## src/rtl/systolic_mac_pe.sv

```systemverilog
// systolic_mac_pe: one processing element of the systolic matrix-multiply array.
//
// Purpose:
//   - Pipelined signed multiply-accumulate qualified by in_valid.
//   - Registered forwarding of data/weight/valid to the east/south neighbours.
//   - Drain state machine (IDLE/ACCUM/FLUSH/DRAIN/PASS) that emits the accumulator
//     onto a registered result chain, then passes upstream results through.
//
// Ports:
//   clock, reset_n          clock, asynchronous active-low reset
//   in_valid                data_in/weight_in carry a MAC operand pair this cycle
//   data_in, weight_in      signed operands from the west/north neighbours
//   clear                   synchronous accumulator/overflow clear, kills in-flight products
//   drain_req               level request to drain the result and pass the chain through
//   result_in(_valid)       result chain input from the upstream PE
//   data_out, weight_out    data_in/weight_in delayed one cycle
//   out_valid               in_valid delayed one cycle
//   result_out(_valid)      registered result chain output
//   busy                    not IDLE, or a valid product is in the multiplier pipeline
//   overflow                sticky signed accumulate overflow
//
// Parameters: DATA_W (operand width), ACC_W (>= 2*DATA_W), MULT_STAGES (1..4).
//
// Build option: define SYSTOLIC_PE_SATURATE_EN to clamp the accumulator on signed
// overflow instead of wrapping.

module systolic_mac_pe #(
  parameter int unsigned DATA_W      = 16,
  parameter int unsigned ACC_W       = 40,
  parameter int unsigned MULT_STAGES = 2
) (
  input  logic              clock,
  input  logic              reset_n,
  input  logic              in_valid,
  input  logic [DATA_W-1:0] data_in,
  input  logic [DATA_W-1:0] weight_in,
  input  logic              clear,
  input  logic              drain_req,
  input  logic [ACC_W-1:0]  result_in,
  input  logic              result_in_valid,
  output logic [DATA_W-1:0] data_out,
  output logic [DATA_W-1:0] weight_out,
  output logic              out_valid,
  output logic [ACC_W-1:0]  result_out,
  output logic              result_valid,
  output logic              busy,
  output logic              overflow
);

  localparam int unsigned ProdW     = 2 * DATA_W;
  localparam int unsigned LastStage = MULT_STAGES - 1;

  typedef enum logic [2:0] {
    StIdle,
    StAccum,
    StFlush,
    StDrain,
    StPass
  } state_e;

  state_e r_state, w_state_next;

  logic [DATA_W-1:0]       r_data_fwd, r_weight_fwd;
  logic                    r_valid_fwd;
  logic signed [ProdW-1:0] r_prod [MULT_STAGES];
  logic [MULT_STAGES-1:0]  r_pipe_valid, w_pipe_valid_next;
  logic signed [ACC_W-1:0] r_acc, w_acc_next;
  logic [ACC_W-1:0]        r_result, w_result_next;
  logic                    r_result_valid, w_result_valid_next;
  logic                    r_overflow, w_overflow_next;
  logic                    r_busy, w_busy_next;

  logic signed [ProdW-1:0] w_mult;
  logic signed [ACC_W-1:0] w_prod_ext, w_sum;
  logic                    w_accepting, w_entry_valid, w_accum_en, w_add_ovf, w_pipe_early;

`ifdef SYSTOLIC_PE_SATURATE_EN
  localparam logic [ACC_W-1:0] AccMax = {1'b0, {(ACC_W-1){1'b1}}};
  localparam logic [ACC_W-1:0] AccMin = {1'b1, {(ACC_W-1){1'b0}}};
`endif

  // Full-width signed product; operands are widened first so no bits are lost.
  assign w_mult = ProdW'($signed(data_in)) * ProdW'($signed(weight_in));

  // New operands only count while accumulating; otherwise their valid is dropped
  // on entry while the data still flows down the pipeline.
  assign w_accepting   = (r_state == StIdle) || (r_state == StAccum);
  assign w_entry_valid = in_valid && w_accepting;

  // Products already in flight when FLUSH starts are still accumulated.
  assign w_accum_en = r_pipe_valid[LastStage] &&
                      ((r_state == StIdle) || (r_state == StAccum) || (r_state == StFlush));

  assign w_prod_ext = ACC_W'(r_prod[LastStage]);
  assign w_sum      = r_acc + w_prod_ext;
  assign w_add_ovf  = (r_acc[ACC_W-1] == w_prod_ext[ACC_W-1]) &&
                      (w_sum[ACC_W-1] != r_acc[ACC_W-1]);

  // Valid products in any stage other than the last one. The last stage is consumed
  // on this edge, so FLUSH may leave as soon as the earlier stages are empty.
  always_comb begin
    w_pipe_early = 1'b0;
    for (int unsigned i = 0; i < LastStage; i++) begin
      w_pipe_early = w_pipe_early | r_pipe_valid[i];
    end
  end

  always_comb begin
    w_pipe_valid_next = '0;
    if (!clear) begin
      w_pipe_valid_next[0] = w_entry_valid;
      for (int unsigned i = 1; i < MULT_STAGES; i++) begin
        w_pipe_valid_next[i] = r_pipe_valid[i-1];
      end
    end
  end

  always_comb begin
    w_state_next = r_state;
    unique case (r_state)
      StIdle: begin
        if (!clear) begin
          if (drain_req) begin
            w_state_next = StFlush;
          end else if (w_accum_en) begin
            w_state_next = StAccum;
          end
        end
      end
      StAccum: begin
        if (clear) begin
          w_state_next = StIdle;
        end else if (drain_req) begin
          w_state_next = StFlush;
        end
      end
      StFlush: begin
        if (clear || !w_pipe_early) begin
          w_state_next = StDrain;
        end
      end
      StDrain: w_state_next = StPass;
      StPass: begin
        if (!drain_req) begin
          w_state_next = StIdle;
        end
      end
      default: w_state_next = StIdle;
    endcase
  end

  always_comb begin
    w_acc_next      = r_acc;
    w_overflow_next = r_overflow;
    if (clear) begin
      w_acc_next      = '0;
      w_overflow_next = 1'b0;
    end else if (r_state == StDrain) begin
      w_acc_next = '0;
    end else if (w_accum_en) begin
      w_acc_next = w_sum;
      if (w_add_ovf) begin
        w_overflow_next = 1'b1;
`ifdef SYSTOLIC_PE_SATURATE_EN
        // Both addends share a sign on overflow; clamp toward that sign.
        w_acc_next = w_prod_ext[ACC_W-1] ? AccMin : AccMax;
`endif
      end
    end
  end

  always_comb begin
    w_result_next       = r_result;
    w_result_valid_next = 1'b0;
    if (r_state == StDrain) begin
      w_result_next       = clear ? '0 : r_acc;
      w_result_valid_next = 1'b1;
    end else if ((r_state == StPass) && drain_req) begin
      w_result_next       = result_in;
      w_result_valid_next = result_in_valid;
    end
  end

  assign w_busy_next = (w_state_next != StIdle) || (|w_pipe_valid_next);

  always_ff @(posedge clock or negedge reset_n) begin
    if (!reset_n) begin
      r_state        <= StIdle;
      r_data_fwd     <= '0;
      r_weight_fwd   <= '0;
      r_valid_fwd    <= 1'b0;
      r_pipe_valid   <= '0;
      r_acc          <= '0;
      r_result       <= '0;
      r_result_valid <= 1'b0;
      r_overflow     <= 1'b0;
      r_busy         <= 1'b0;
      for (int unsigned i = 0; i < MULT_STAGES; i++) begin
        r_prod[i] <= '0;
      end
    end else begin
      r_state        <= w_state_next;
      r_data_fwd     <= data_in;
      r_weight_fwd   <= weight_in;
      r_valid_fwd    <= in_valid;
      r_pipe_valid   <= w_pipe_valid_next;
      r_acc          <= w_acc_next;
      r_result       <= w_result_next;
      r_result_valid <= w_result_valid_next;
      r_overflow     <= w_overflow_next;
      r_busy         <= w_busy_next;
      r_prod[0]      <= w_mult;
      for (int unsigned i = 1; i < MULT_STAGES; i++) begin
        r_prod[i] <= r_prod[i-1];
      end
    end
  end

  assign data_out     = r_data_fwd;
  assign weight_out   = r_weight_fwd;
  assign out_valid    = r_valid_fwd;
  assign result_out   = r_result;
  assign result_valid = r_result_valid;
  assign busy         = r_busy;
  assign overflow     = r_overflow;

endmodule
```

## config.mk

```make
export PLATFORM = sky130hd
export DESIGN_NAME = systolic_mac_pe
export DESIGN_NICKNAME = d
export VERILOG_FILES = /design/src/rtl/systolic_mac_pe.sv
export SDC_FILE = /design/constraint.sdc
export NUM_CORES = 1
export LEC_CHECK = 0
export BUFFER_PORTS_ARGS = -buffer_cell sky130_fd_sc_hd__buf_2
export CORE_MARGIN = 2
export CORE_UTILIZATION = 55
export DETAILED_ROUTE_END_ITERATION = 10
export PLACE_DENSITY = 0.83
export SLEW_MARGIN = 40
export SYNTH_ARGS = -nofsm -noshare
export SYNTH_HDL_FRONTEND = slang
export SYNTH_SLANG_ARGS = --single-unit
```

## constraint.sdc

```tcl
create_clock -name clock -period 6.2 [get_ports clock]
set_input_delay 0.31 -clock clock [delete_from_list [all_inputs] [get_ports clock]]
set_output_delay 0.31 -clock clock [all_outputs]
set_load 0.01 [all_outputs]
```

Yosys cells after proc, flatten, opt, wreduce, memory -nomap -nowiden. Index checks and enable logic that the tools add are counted. Widths: inputs -> output; s select.

Magnitude comparators: 0. Equal/unequal tests: 7. Shift operators: 0. Multiply operators: 1. Add/sub/neg operators: 1. Mux-type cells: 21. Bitwise logic cells: 0. Reductions and logical operators: 17. Divide/modulo/power cells: 0.

Operator list (count): $mux 40 (6); $add 40x32->40 (1); $mul 16x16->32 (1); $mux 3 (7); $pmux 3 s5 (1); $eq 3x2->1 const B (2); $mux 1 (6); $reduce_bool 2->1 (3); $reduce_bool 3->1 (2); $logic_and 1x1->1 (4); $logic_or 1x1->1 (4); $eq 3x1->1 const B (1); $eq 3x3->1 const B (1); $logic_not 3->1 (1); $reduce_and 3->1 (1); $mux 2 (1); $ne 2x2->1 const B (1); $reduce_or 2->1 (1); $eq 1x1->1 (1); $logic_not 1->1 (1); $ne 1x1->1 (1).

Input port bits: 78. Bits in writable memories: 0. Bits in registers: 185. Memory bits (read-only): 0. Logic and storage cells: 59. Bits in latches: 0. Memories kept: 0. Output and inout bits: 76.

Longest topological paths before layout.
Word-level depth: 10. Gate-level depth with buffers: 24. Gate-level depth less buffers: 23.

Worst setup path after synthesis. No wires, ideal clock.

Path type: input -> register. Start: input port weight_in[1]. End: register r_prod[62] (netlist name). Stages: 22. Required time: 6.120 ns. Path buffers: 1. Setup slack: 0.156 ns. Arrival: 5.964 ns. Setup time: 0.080 ns. Cells stage by stage: clkbuf_1 -> nand2_1 -> inv_1 -> fa_1 -> fa_1 -> fa_1 -> fa_1 -> fa_1 -> inv_1 -> fa_1 -> inv_1 -> ha_1 -> a21o_1 -> a21oi_1 -> nor2_1 -> a211oi_1 -> o21ai_1 -> o31a_1 -> a2111oi_0 -> o21bai_1 -> a21oi_1 -> xnor2_1.

Cells in the longest elaborated chain, start to end: 1.

Ends and longest elaborated chain: start, declared (line 36) `input logic [DATA_W-1:0] weight_in,`; $mul 16x16->32 (line 83) `assign w_mult = ProdW'($signed(data_in)) * ProdW'($signed(weight_in));`; named net w_mult[30] (line 73) `logic signed [ProdW-1:0] w_mult;`; end signal, assigned by index (line 214) `r_prod[i] <= r_prod[i-1];`; end, declared (line 65) `logic signed [ProdW-1:0] r_prod [MULT_STAGES];`.

The timed path passes the listed nets, and every way through them passes these cells. A chain may end at the register's enable or synchronous reset.

Worst setup path after layout.
Start: input port weight_in[1]. End: register r_prod[63] (netlist name).

The elaborated chain is that of the path after synthesis.

==> reports/qor.yml <==
sta:
  setup_viol: 0
  tightest_slew_ns: 0.830
  finalCriticalPeriod_ns: 5.97
  period_share_pct: 96.3
  drv_slew: 0
  rsz0062_at_grt: "false"
  max_freq_ghz: 0.167
  slew_headroom_pct: 44.7
  final_hold_viol_count: 0
  fin_skew_ns: 0.00899
clocking:
  clock_sinks: 185
  root_buffer: "clkbuf_16"
  insertion_delay_ns: 0.44
  cts_buffer_depth: 2
  cts_buffers: 17
  clk_pin_slew_ns: 0.07
  h-tree-depth: 4
  cts_tree: "done"
  post_cts_buffers: 0
die:
  die_w_um: 185
  rows: 66
  io_pins: 154
  die-area_um2: 34200
  chipHeight_um: 185
  initial_core_util_pct: 55.5
  core-area_um2: 32400
route:
  drt_iter0_drc: 780
  drcViolationCount: 0
  avgViaCountPerCell: 5.50
  dr.pass1.iters: 5
  wirelength_mm: 42.6
  detail-route-antenna-nets: 0
  num_vias: 13500
  wire_per_inst_um: 17.3
finish:
  regArea_um2: 4630
  drive_gt1_share_pct: 13.4
  final_nets: 2465
  utilization_pct: 62.2
  final_common_cell: "inv_1"
  design_area_um2: 20100
  final_cell_mix: "294 x inv_1, 262 x fa_1, 219 x nand2_1"
  area_delta_synth_final_pct: 12.0
  antennaDiodeCount: 0
  multi_input_area_um2: 12000
  nFillCells: 2667
grt:
  antenna_found_initial: 2
  grt_max_degree: 119
  overflow: 0
  grt_pass1_vias: 14400
  grtUsageTotal_pct: 26.3
  grt_pass1_wl_mm: 70.7
yosys:
  synth-seq-cells: 185
  synth_nets: 2299
  synthSimpleGateAreaFrac_pct: 14.1
  yosys.area_share.adder_pct: 37.7
  synthArstFlopShare_pct: 100
  synth-main-ff-cell: "dfrtp_1"
  synth_top_family_by_area: "adder cells"
  netlist_area_um2: 18000
  synth-xor-area-share_pct: 3.36
  ys_types: 66
  synth_cells: 1837
  synth_area_per_cell_um2: 9.79
  synth_mux_area_share_pct: 0
  yosysSeqAreaShare_pct: 25.7
  ys_warn_count: 0
  synth_compound_area_share_pct: 11.4
  synth_edf_count: 0
setup_path:
  worstPathCellList: "buf_2 > buf_4 > nand2_1 > fa_1 > fa_1 > fa_1 > inv_1 > ha_1 > fa_1 > fa_1 > ha_1 > a2111oi_0 > o21a_1 > o31a_1 > o31ai_2 > o311ai_0 > buf_4 > a31oi_1 > o21a_1 > nor2_1 > xnor2_1"
  worstPathRequired_ns: 6.55
  critPathKind: "in -> reg"
  crit_path_end_kind: "register"
  path_max_fanout: 9
  slowest_stage: "o311ai_0"
  slowest_delay_ns: 0.60
  startpoint_type: "primary input"
  arrival_ns: 6.33
  cpMostUsedCell: "fa_1"
hold_path:
  hold_path.class: "in -> reg"
placed_design:
  portBuffers: 153
  place.gp.congestion: 0.952
  placed_area_um2: 19500
  dp_hpwl_mm: 34.3
flow_run:
  max-cap-violations: 0
outcome:
  outcome: "completed"
==> worst max-delay path, delay by kind of cell <==
family                     cells  cell delay (ns)
xor gates and xnor gates       1             0.12
buffers and inverters          4             0.70
AOI/OAI and AO/OA              7             1.87
and+or+nand+nor                2             0.21
adders and majority gates      7             3.10
==> through the flow <==
step / instances / hold slack (ns) / TNS [ns] / worst slack, ns
final: 2455 / 0.0752 / 0 / 0.229
after global routing: 2455 / 0.0622 / 0 / 0.0220
after CTS: 2455 / 0.0615 / 0 / 0.0946
after detailed placement: 2424 / 0.335 / -0.534 / -0.419
after global placement: 2424 / 0.333 / -0.0548 / -0.0548
after floorplan: 1837 / 0.0144 / 0 / 0.156
==> sequential cells by signal, summed over array words and instances (netlist names) <==
| signal | count |
|---|---|
| r_prod | 64 |
| r_acc | 40 |
| result_out | 40 |
| data_out | 16 |
| weight_out | 16 |
| r_state | 3 |
| r_pipe_valid | 2 |
| busy | 1 |
| out_valid | 1 |
| overflow | 1 |
| result_valid | 1 |
==> area by class of cell <==
cell class | count | area share, %
multi-input combinational | 1285 | 59.5
tap | 442 | 2.75
clock inverter | 11 | 0.609
sequential | 185 | 23.0
clock buffer | 18 | 2.18
timing repair buffer | 220 | 6.50
inverter | 294 | 5.48
==> Yosys cell counts (all sizes together) (3+ instances only) <==
cell	number	share of area, %
xnor2	42	2.0
dfrtp	185	26
o22ai	3	0.17
xor2	27	1.3
inv	294	6.1
a31oi	3	0.10
nor3	9	0.25
or3	7	0.24
o21bai	13	0.54
nor2	47	0.98
o21a	7	0.29
a211oi	8	0.43
and2	128	4.5
and3	8	0.31
a21o	36	1.5
a2111oi	6	0.40
nand4	9	0.31
o21ai	106	3.0
a211o	3	0.15
ha	121	8.4
buf	7	0.19
nand2	219	4.6
or2	4	0.14
nor3b	43	1.8
nand2b	10	0.35
a21oi	109	3.1
nand3	10	0.28
o31ai	3	0.15
nor2b	4	0.14
clkbuf	66	1.4
a21boi	3	0.13
o211ai	6	0.28
a22o	4	0.19
fa	263	29
==> final timing paths <==
kind	slack [ns]	depth (start not counted)	end	startpoint
max in group asynchronous	4.70	3	data_out[13]	reset_n
setup / recovery	0.23	21	r_prod[63]	weight_in[1]
min in group asynchronous	0.48	2	result_out[4]	reset_n
hold / removal	0.08	1	weight_out[13]	weight_in[13]
setup reg to reg	2.85	12	r_acc[38]	r_prod[0]
hold reg to reg	0.35	0	r_prod[2]	r_prod[34]
==> cells by family after synthesis <==
family,Yosys count
AOI/OAI and AO/OA,329
xor gates and xnor gates,69
adders and majority gates,384
buffers and inverters,367
DFF,185
and+or+nand+nor,503
==> repair_timing <==
item / 4_1_cts / 5_1_grt
hold buffers: 2 / 0
endpoints found under the hold margin: 118 / 0
resized for setup: 1 / 2
setup endpoints to repair: 1 / 1
==> per-layer routing <==
metal	vias up	track usage (%)	share of wire, %
li1	6167	-	-
met1	6720	33.7	41
met2	524	45.2	49
met3	87	5.45	7.7
met4	0	8.16	2.5
met5	-	0	0
Power is not shown: default switching activity piles up to over one toggle a cycle in this logic, so the estimate is an artifact.
